<file path="config.mk">
export PLATFORM = sky130hd
export DESIGN_NAME = obj_tri_gen
export DESIGN_NICKNAME = d
export VERILOG_FILES = /design/src/rtl/obj_tri_pkg.sv /design/src/rtl/quad_corners.sv /design/src/rtl/obj_tri_gen.sv
export SDC_FILE = /design/constraint.sdc
export NUM_CORES = 1
export LEC_CHECK = 0
export BUFFER_PORTS_ARGS = -buffer_cell sky130_fd_sc_hd__buf_4
export CORE_ASPECT_RATIO = 0.9
export CORE_MARGIN = 2
export CORE_UTILIZATION = 29
export CTS_CLUSTER_SIZE = 12
export DETAILED_ROUTE_END_ITERATION = 10
export HOLD_SLACK_MARGIN = 0.06
export PLACE_DENSITY_LB_ADDON = 0.08
export SLEW_MARGIN = 25
export SYNTH_ARGS = -nofsm -noshare
export SYNTH_HDL_FRONTEND = slang
export SYNTH_HIERARCHICAL = 1
export SYNTH_SLANG_ARGS = --single-unit
</file>
<file path="constraint.sdc">
create_clock -name clk_in -period 3 [get_ports clk_in]
set_input_delay 0.3 -clock clk_in [delete_from_list [all_inputs] [get_ports clk_in]]
set_output_delay 0.3 -clock clk_in [all_outputs]
set_load 0.005 [all_outputs]
</file>
<file path="src/rtl/obj_tri_pkg.sv">
`default_nettype none
// ============================================================================
// Module  : obj_tri_pkg
// Brief   : Shared types and default constants for the object-to-triangle
//           generator (FSM state, vertex record, per-type depth and colour).
// Revision: 1.0 - initial release
// ============================================================================
package obj_tri_pkg;

    typedef enum logic [0:0] {
        IDLE = 1'b0,
        EMIT = 1'b1
    } state_t;

    localparam int c_def_x_w = 11;
    localparam int c_def_y_w = 10;
    localparam int c_def_z_w = 8;

    // Vertex record at the default coordinate widths.
    typedef struct packed {
        logic [c_def_x_w-1:0] x;
        logic [c_def_y_w-1:0] y;
        logic [c_def_z_w-1:0] z;
    } vertex_t;

    localparam int          c_z_player = 64;
    localparam int          c_z_bullet = 32;
    localparam logic [15:0] c_p_color  = 16'hF800;
    localparam logic [15:0] c_b_color  = 16'hFFE0;

endpackage
`default_nettype wire

</file>
<file path="src/rtl/quad_corners.sv">
`default_nettype none
// ============================================================================
// Module  : quad_corners
// Brief   : Combinational A/B/C/D corners of an axis-aligned quad around
//           (x, y) with half-size h. CLAMP_EN clamps to the screen, otherwise
//           coordinates wrap modulo 2^X_W / 2^Y_W.
// Revision: 1.0 - initial release
// ============================================================================
module quad_corners #(
    parameter int X_W      = 11,
    parameter int Y_W      = 10,
    parameter int H_W      = 8,
    parameter int SCREEN_W = 1280,
    parameter int SCREEN_H = 720
) (
    input  logic [X_W-1:0]      x,
    input  logic [Y_W-1:0]      y,
    input  logic [H_W-1:0]      h,
    output logic [3:0][X_W-1:0] corner_x,
    output logic [3:0][Y_W-1:0] corner_y
);

    logic [X_W-1:0] w_x_lo, w_x_hi;
    logic [Y_W-1:0] w_y_lo, w_y_hi;

`ifdef CLAMP_EN
    // Two guard bits keep x+h from overflowing into the sign bit near the top.
    localparam int c_sx_w = X_W + 2;
    localparam int c_sy_w = Y_W + 2;
    localparam logic signed [c_sx_w-1:0] c_x_max = c_sx_w'(SCREEN_W - 1);
    localparam logic signed [c_sy_w-1:0] c_y_max = c_sy_w'(SCREEN_H - 1);

    logic signed [c_sx_w-1:0] w_sx_lo, w_sx_hi;
    logic signed [c_sy_w-1:0] w_sy_lo, w_sy_hi;

    function automatic logic [X_W-1:0] fit_x(input logic signed [c_sx_w-1:0] v);
        if (v[c_sx_w-1])     fit_x = '0;
        else if (v > c_x_max) fit_x = c_x_max[X_W-1:0];
        else                  fit_x = v[X_W-1:0];
    endfunction

    function automatic logic [Y_W-1:0] fit_y(input logic signed [c_sy_w-1:0] v);
        if (v[c_sy_w-1])     fit_y = '0;
        else if (v > c_y_max) fit_y = c_y_max[Y_W-1:0];
        else                  fit_y = v[Y_W-1:0];
    endfunction

    assign w_sx_lo = $signed({2'b00, x}) - $signed(c_sx_w'(h));
    assign w_sx_hi = $signed({2'b00, x}) + $signed(c_sx_w'(h));
    assign w_sy_lo = $signed({2'b00, y}) - $signed(c_sy_w'(h));
    assign w_sy_hi = $signed({2'b00, y}) + $signed(c_sy_w'(h));

    assign w_x_lo = fit_x(w_sx_lo);
    assign w_x_hi = fit_x(w_sx_hi);
    assign w_y_lo = fit_y(w_sy_lo);
    assign w_y_hi = fit_y(w_sy_hi);
`else
    assign w_x_lo = x - X_W'(h);
    assign w_x_hi = x + X_W'(h);
    assign w_y_lo = y - Y_W'(h);
    assign w_y_hi = y + Y_W'(h);
`endif

    // Corner order A, B, C, D.
    assign corner_x = {w_x_lo, w_x_hi, w_x_hi, w_x_lo};
    assign corner_y = {w_y_hi, w_y_hi, w_y_lo, w_y_lo};

endmodule
`default_nettype wire

</file>
<file path="src/rtl/obj_tri_gen.sv">
`default_nettype none
// ============================================================================
// Module  : obj_tri_gen
// Brief   : Streams two triangles per enabled object of a frame snapshot.
//           Optional macro CLAMP_EN clamps corners to the screen bounds.
// Revision: 1.0 - initial release
// ============================================================================
module obj_tri_gen
    import obj_tri_pkg::*;
#(
    parameter int                 NUM_OBJ     = 4,
    parameter int                 NUM_PLAYERS = 2,
    parameter int                 X_W         = 11,
    parameter int                 Y_W         = 10,
    parameter int                 Z_W         = 8,
    parameter int                 COLOR_W     = 16,
    parameter int                 P_HALF      = 4,
    parameter int                 B_HALF      = 1,
    parameter int                 Z_PLAYER    = c_z_player,
    parameter int                 Z_BULLET    = c_z_bullet,
    parameter logic [COLOR_W-1:0] P_COLOR     = c_p_color,
    parameter logic [COLOR_W-1:0] B_COLOR     = c_b_color,
    parameter int                 SCREEN_W    = 1280,
    parameter int                 SCREEN_H    = 720
) (
    input  logic                              clk_in,
    input  logic                              rst_n_in,
    input  logic                              valid_in,
    output logic                              ready_in,
    input  logic [NUM_OBJ-1:0][X_W+Y_W-1:0]   obj_location,
    input  logic [NUM_OBJ-1:0]                obj_enable,
    output logic                              valid_out,
    input  logic                              ready_out,
    output logic [2:0][X_W-1:0]               triangle_x,
    output logic [2:0][Y_W-1:0]               triangle_y,
    output logic [2:0][Z_W-1:0]               triangle_z,
    output logic [COLOR_W-1:0]                color,
    output logic                              last_out,
    output logic                              busy_out
);

    localparam int                 c_idx_w       = (NUM_OBJ > 1) ? $clog2(NUM_OBJ) : 1;
    localparam int                 c_h_w         = 8;
    localparam logic [c_idx_w:0]   c_num_players = (c_idx_w + 1)'(NUM_PLAYERS);

    state_t                           r_state;
    logic [NUM_OBJ-1:0][X_W+Y_W-1:0]  r_loc;
    logic [NUM_OBJ-1:0]               r_en;
    logic [c_idx_w-1:0]               r_idx;
    logic                             r_tri;
    logic                             r_done;
    logic                             r_valid;
    logic                             r_last;
    logic [2:0][X_W-1:0]              r_tx;
    logic [2:0][Y_W-1:0]              r_ty;
    logic [2:0][Z_W-1:0]              r_tz;
    logic [COLOR_W-1:0]               r_color;

    logic                             w_is_player;
    logic                             w_slot_en;
    logic                             w_no_higher;
    logic                             w_advance;
    logic [X_W-1:0]                   w_x;
    logic [Y_W-1:0]                   w_y;
    logic [c_h_w-1:0]                 w_h;
    logic [Z_W-1:0]                   w_z;
    logic [3:0][X_W-1:0]              w_cx;
    logic [3:0][Y_W-1:0]              w_cy;
    logic [2:0][X_W-1:0]              w_tx;
    logic [2:0][Y_W-1:0]              w_ty;

    assign w_x         = r_loc[r_idx][X_W+Y_W-1:Y_W];
    assign w_y         = r_loc[r_idx][Y_W-1:0];
    assign w_is_player = {1'b0, r_idx} < c_num_players;
    assign w_h         = w_is_player ? c_h_w'(P_HALF) : c_h_w'(B_HALF);
    assign w_z         = w_is_player ? Z_W'(Z_PLAYER) : Z_W'(Z_BULLET);
    assign w_slot_en   = r_en[r_idx];
    assign w_advance   = !r_valid || ready_out;

    // Final triangle of the frame: no enabled slot above the current one.
    always_comb begin
        w_no_higher = 1'b1;
        for (int i = 0; i < NUM_OBJ; i++) begin
            if (i > int'(r_idx) && r_en[i]) begin
                w_no_higher = 1'b0;
            end
        end
    end

    quad_corners #(
        .X_W      (X_W),
        .Y_W      (Y_W),
        .H_W      (c_h_w),
        .SCREEN_W (SCREEN_W),
        .SCREEN_H (SCREEN_H)
    ) u_quad_corners (
        .x        (w_x),
        .y        (w_y),
        .h        (w_h),
        .corner_x (w_cx),
        .corner_y (w_cy)
    );

    // tri0 = A,B,C ; tri1 = A,C,D
    always_comb begin
        w_tx[0] = w_cx[0];
        w_ty[0] = w_cy[0];
        w_tx[1] = r_tri ? w_cx[2] : w_cx[1];
        w_ty[1] = r_tri ? w_cy[2] : w_cy[1];
        w_tx[2] = r_tri ? w_cx[3] : w_cx[2];
        w_ty[2] = r_tri ? w_cy[3] : w_cy[2];
    end

    always_ff @(posedge clk_in or negedge rst_n_in) begin
        if (!rst_n_in) begin
            r_state <= IDLE;
            r_loc   <= '0;
            r_en    <= '0;
            r_idx   <= '0;
            r_tri   <= 1'b0;
            r_done  <= 1'b0;
            r_valid <= 1'b0;
            r_last  <= 1'b0;
            r_tx    <= '0;
            r_ty    <= '0;
            r_tz    <= '0;
            r_color <= '0;
        end else begin
            case (r_state)
                IDLE: begin
                    if (valid_in) begin
                        r_loc  <= obj_location;
                        r_en   <= obj_enable;
                        r_idx  <= '0;
                        r_tri  <= 1'b0;
                        r_done <= 1'b0;
                        if (|obj_enable) begin
                            r_state <= EMIT;
                        end
                    end
                end
                EMIT: begin
                    if (r_valid && ready_out && r_last) begin
                        r_valid <= 1'b0;
                        r_last  <= 1'b0;
                        r_state <= IDLE;
                    end else if (w_advance && !r_done) begin
                        if (!w_slot_en) begin
                            r_valid <= 1'b0;
                            r_idx   <= r_idx + 1'b1;
                        end else begin
                            r_valid <= 1'b1;
                            r_tx    <= w_tx;
                            r_ty    <= w_ty;
                            r_tz    <= {3{w_z}};
                            r_color <= w_is_player ? P_COLOR : B_COLOR;
                            r_last  <= r_tri && w_no_higher;
                            if (r_tri) begin
                                r_tri  <= 1'b0;
                                r_idx  <= r_idx + 1'b1;
                                r_done <= w_no_higher;
                            end else begin
                                r_tri <= 1'b1;
                            end
                        end
                    end
                end
                default: r_state <= IDLE;
            endcase
        end
    end

    assign ready_in   = (r_state == IDLE) && rst_n_in;
    assign busy_out   = (r_state == EMIT);
    assign valid_out  = r_valid;
    assign last_out   = r_last;
    assign triangle_x = r_tx;
    assign triangle_y = r_ty;
    assign triangle_z = r_tz;
    assign color      = r_color;

endmodule
`default_nettype wire

</file>
==> After elaboration in Yosys (flattened, before gate mapping) <==
Index checks and enable logic that the tools add are counted.
{ "word_totals": {"reg_bits": 182, "input_bits": 92, "output_inout_bits": 107, "word_cells": 97} }
{ "op_classes": {"addsub": 5, "order_cmp": 5, "eq_ne": 6, "muxes": 39, "bitwise": 2, "reduce_logical": 21} }
{ "ops": {"columns": ["op", "count"], "rows": [
  ["$bmux 21 s2", 1],
  ["$mux 1", 22],
  ["$mux 11", 2],
  ["$mux 21", 1],
  ["$reduce_and 4->1", 3],
  ["$add 11x3->11", 1],
  ["$sub 11x3->11", 1],
  ["$add 10x3->10", 1],
  ["$mux 10", 1],
  ["$mux 2", 5],
  ["$sub 10x3->10", 1],
  ["$logic_and 1x1->1", 8],
  ["$mux 7", 1],
  ["$ne 2x1->1 const B", 3],
  ["$pmux 1 s2", 3],
  ["$reduce_and 5->1", 1],
  ["$gt 2x2->1 const A", 2],
  ["$ne 2x2->1 const B", 2],
  ["$pmux 2 s2", 1],
  ["$reduce_and 2->1", 2],
  ["$reduce_bool 2->1", 2],
  ["$reduce_or 4->1", 1],
  ["$lt 2x3->1 const B", 1],
  ["$mux 3", 1],
  ["other kinds (9)", 11]
]} }

==> Logic depth before layout (Yosys ltp) <==
{ "logic_depth": {"depth_word": 10, "ltp_mapped": 17, "mapped_depth_nobuf": 14} }

==> Cells and area by module <==
The synthesis kept the hierarchy.
{ "modules_own_cells": {"columns": ["module", "n_inst", "cells_per_inst", "area_each_um2", "seq_area_each_um2"], "rows": [
  ["obj_tri_gen", 1, 725, 7350.8, 4028.9],
  ["quad_corners", 1, 261, 1954.4, 0.0]
]} }

==> Worst setup path after synthesis <==
Ideal clock, no wire load.
{ "synth_timing": {"path_kind": "reg-to-reg", "from": "register r_idx[0]", "to": "register r_ty, in the netlist triangle_y[28]", "setup_time_ns": 0.083, "t_arrival_ns": 3.227, "t_required_ns": 2.917, "slack_ns": -0.310, "stages_incl_launch_ff": 17, "path_buffers": 3, "period_less_slack_ns": 3.310, "cell_sequence": "dfrtp_1 buf_2 buf_2 inv_1 ha_1 nor2_1 inv_1 ha_1 fa_1 nor2b_1 o21bai_1 a21oi_1 a221oi_2 xnor2_1 buf_4 mux2i_1 o21ai_0"} }
{ "synth_rtl": {"columns": ["item", "line", "rtl"], "rows": [
  ["start, declared", "obj_tri_gen.sv:49", "logic [c_idx_w-1:0] r_idx;"],
  ["start signal, assigned", "obj_tri_gen.sv:150", "r_idx <= r_idx + 1'b1;"],
  ["start signal, assigned", "obj_tri_gen.sv:160", "r_idx <= r_idx + 1'b1;"],
  ["end signal, assigned", "obj_tri_gen.sv:154", "r_ty <= w_ty;"],
  ["end, declared", "obj_tri_gen.sv:55", "logic [2:0][Y_W-1:0] r_ty;"]
]} }

==> impl_metrics.yaml <==
synthesis:
  syn_area_per_cell_um2: 9.44
  ys.flop_type: "dfrtp_1"
  ys_warn_count: 6
  synth-edff-count: 0
  seq_area_frac_synth: 0.433
  synth_cell_types: 59
  synth_area_um2: 9310
  synth_seq_cells: 161
  synth_cells: 986
  async_flop_share: 1.00
detailed_routing:
  drt_pass1_iterations: 4
  ant_nets: 0
  viasPerCell: 4.32
  drc: 0
  routed_wl_um: 25200
  vias: 7023
  wl_per_cell_um: 15.5
  drt_iter0_drc: 222
floorplan:
  die_x_um: 193
  design.portCount: 199
  die_y_um: 174
  dieArea_um2: 33500
  initial_utilization: 0.293
  num_rows: 62
  core_um2: 31700
critical_path:
  worst-r2r-cell-count: 9
  critPathBufInv: 1
  crit_chain: "buf_12 > mux4_2 > fa_2 > a21oi_2 > nor2b_1 > a31o_1 > o41a_1 > xnor2_2 > mux2_4"
  worst_setup_path_start_kind: "flop"
  crit_required_ps: 3310
  max_stage_delay_ps: 600
  crit_family: "multiplexers"
  slowest_stage: "mux4_2"
  critPathCaptureType: "flop"
  path_class: "reg2reg"
  r2r_slack_ps: 50
  crit_arrival_ps: 3260
  critPathMaxFanout: 5
  critical_path_depth: 9
placement:
  placedCellCount: 1525
  post-dp-hpwl_um: 18900
  place_congestion: 0.757
  portBuffers: 175
flow_run:
  cap_viol_max_count: 0
timing:
  fmax_ghz: 0.339
  finalHoldViolCount: 0
  period_share: 0.983
  tns_ps: 0
  relSlewSlack: 0.430
  period_needed_ps: 2950
  drv_slew: 0
  tightest_slew_ps: 856
  setup_violations: 0
  rsz0062_at_grt: "true"
  skew_ps: 11.5
cells_and_area:
  fillers: 3232
  final_cell_mix: "321 x nand2_1, 213 x buf_4, 159 x dfrtp_1, 60 x dlygate4sd3_1, 44 x mux2i_1"
  regArea_um2: 4030
  final_cells: 1627
  area_growth_pct: 32.6
  nets: 1329
  multiInputGateArea_um2: 4710
  antenna_cells: 0
  drive_gt1_frac: 0.291
  final_common_cell: "nand2_1"
clock_network:
  clkTransAtPathRegs_ps: 70
  clk_latency_ps: 430
  cts_buffers: 17
  cts_root_buf: "clkbuf_16"
  cts.sinks: 161
  cts_buffer_depth: 2
  h-tree-depth: 4
  cts_tree: "built"
power:
  powerDensity_nw_per_um2: 1350
  vdd_drop_max_mv: 0.494
  p_leak_uw: 0.00605
grt:
  antenna_found_initial: 0
  track_usage: 0.154
  grt_max_degree: 96
  grt_pass1_wl_um: 39600
  gr-total-overflow: 0
  grt_pass1_vias: 7025
status:
  status: "completed"
worst_hold_path:
  holdPathStages: 3
  hold_path_class: "in2reg"
-- cell type report --
class                           count  share of cell area
Multi-Input combinational cell    703               0.382
Sequential cell                   161               0.327
Timing Repair Buffer              283               0.192
Tap cell                          416              0.0422
Clock buffer                       18              0.0348
Clock inverter                     14              0.0126
Inverter                           32             0.00974
-- cell usage after synthesis, drive strengths merged (4+ instances only) --
cell type  count  share of area
a21oi         14         0.0083
a31oi          4         0.0027
buf          100          0.080
clkbuf        32          0.013
dfrtp        161           0.43
fa             4         0.0086
ha            35          0.047
inv           32          0.013
mux2          21          0.025
mux2i         44          0.047
mux4          22          0.053
nand2        321           0.13
nand2b         6         0.0040
nand3          4         0.0022
nor2          29          0.012
nor2b         13         0.0087
nor3           8         0.0043
o21ai         58          0.032
o21bai         5         0.0040
xnor2         23          0.022
xor2          10         0.0094
-- sequential cells by signal (all words and copies together) (netlist names), 2 cells and up --
register	count
r_en	4
color	2
r_idx	2
r_loc	84
triangle_y	30
triangle_x	33
-- worst register-to-register path: cells and delay by family, from the launching register on --
kind            cells  cell delay (ps)
mux                 2              880
compound gates      3              710
flops               1              470
fa+ha+maj           1              440
xor+xnor            1              150
buf+inv             1              140
simple gates        1               60
-- worst paths after layout --
check | startpoint | endpoint
setup / recovery | r_idx[0]$_DFFE_PN0P_ | triangle_y[8]$_DFFE_PN0P_
setup reg to reg | r_idx[0]$_DFFE_PN0P_ | triangle_y[8]$_DFFE_PN0P_
min in group asynchronous | rst_n_in | triangle_x[17]$_DFFE_PN0P_
hold / removal | obj_location[38] | r_loc[38]$_DFFE_PN0P_
max in group asynchronous | rst_n_in | triangle_y[7]$_DFFE_PN0P_
hold reg to reg | r_loc[29]$_DFFE_PN0P_ | r_loc[29]$_DFFE_PN0P_
-- routing by layer --
metal / part of all wire / routed length, um / GRT usage / vias to the layer above
li1: - / - / - / 3552
met1: 0.53 / 13400 / 0.241 / 3308
met2: 0.42 / 10600 / 0.216 / 154
met3: 0.042 / 1050 / 0.0271 / 9
met4: 0.0063 / 159 / 0.0353 / 0
met5: 0 / 0 / 0 / -
-- repair_timing --
item / CTS / global route
hold buffers: 60 / 0
gates resized for setup: 7 / 55
endpoints found under the setup margin: 5 / 27
pin swaps: 4 / 23
hold endpoints to repair: 158 / 0
buffers inserted: 4 / 6
cloned: 0 / 0
-- power breakdown --
group | total [uW] | leakage (uW) | switching [uW] | internal, uW
clock network | 2190 | 0.000282 | 947 | 1240
logic | 10400 | 0.00378 | 5300 | 5090
registers | 4030 | 0.00198 | 787 | 3240
total | 16600 | 0.00605 | 7030 | 9580
-- kinds of logic after synthesis --
kind of cell               Yosys count  share of synthesized area
xor gates and xnor gates            33                     0.0311
buffers and inverters              164                      0.106
and+or+nand+nor                    391                      0.169
AOI/OAI and AO/OA                  110                     0.0788
adders and majority gates           39                     0.0557
DFF                                161                      0.433
muxes                               87                      0.126
other                                1                   0.000403
-- through the flow --
stage | worst slack (ps) | hold WS, ps | cell area [um^2] | power (uW) | util
detailed placement | -60.9 | 115 | 10800 | 13700 | 0.341
CTS | -7.40 | 61.1 | 12100 | 16200 | 0.381
finish | 50.4 | 78.1 | 12300 | 16600 | 0.389
global route | -74.0 | 67.3 | 12300 | 18200 | 0.389
global placement | 14.9 | 116 | 10800 | 13700 | 0.341
floorplan | 1.00 | 4.41 | 9500 | 12100 | -
Note: power is estimated with default switching activity, not from simulation.
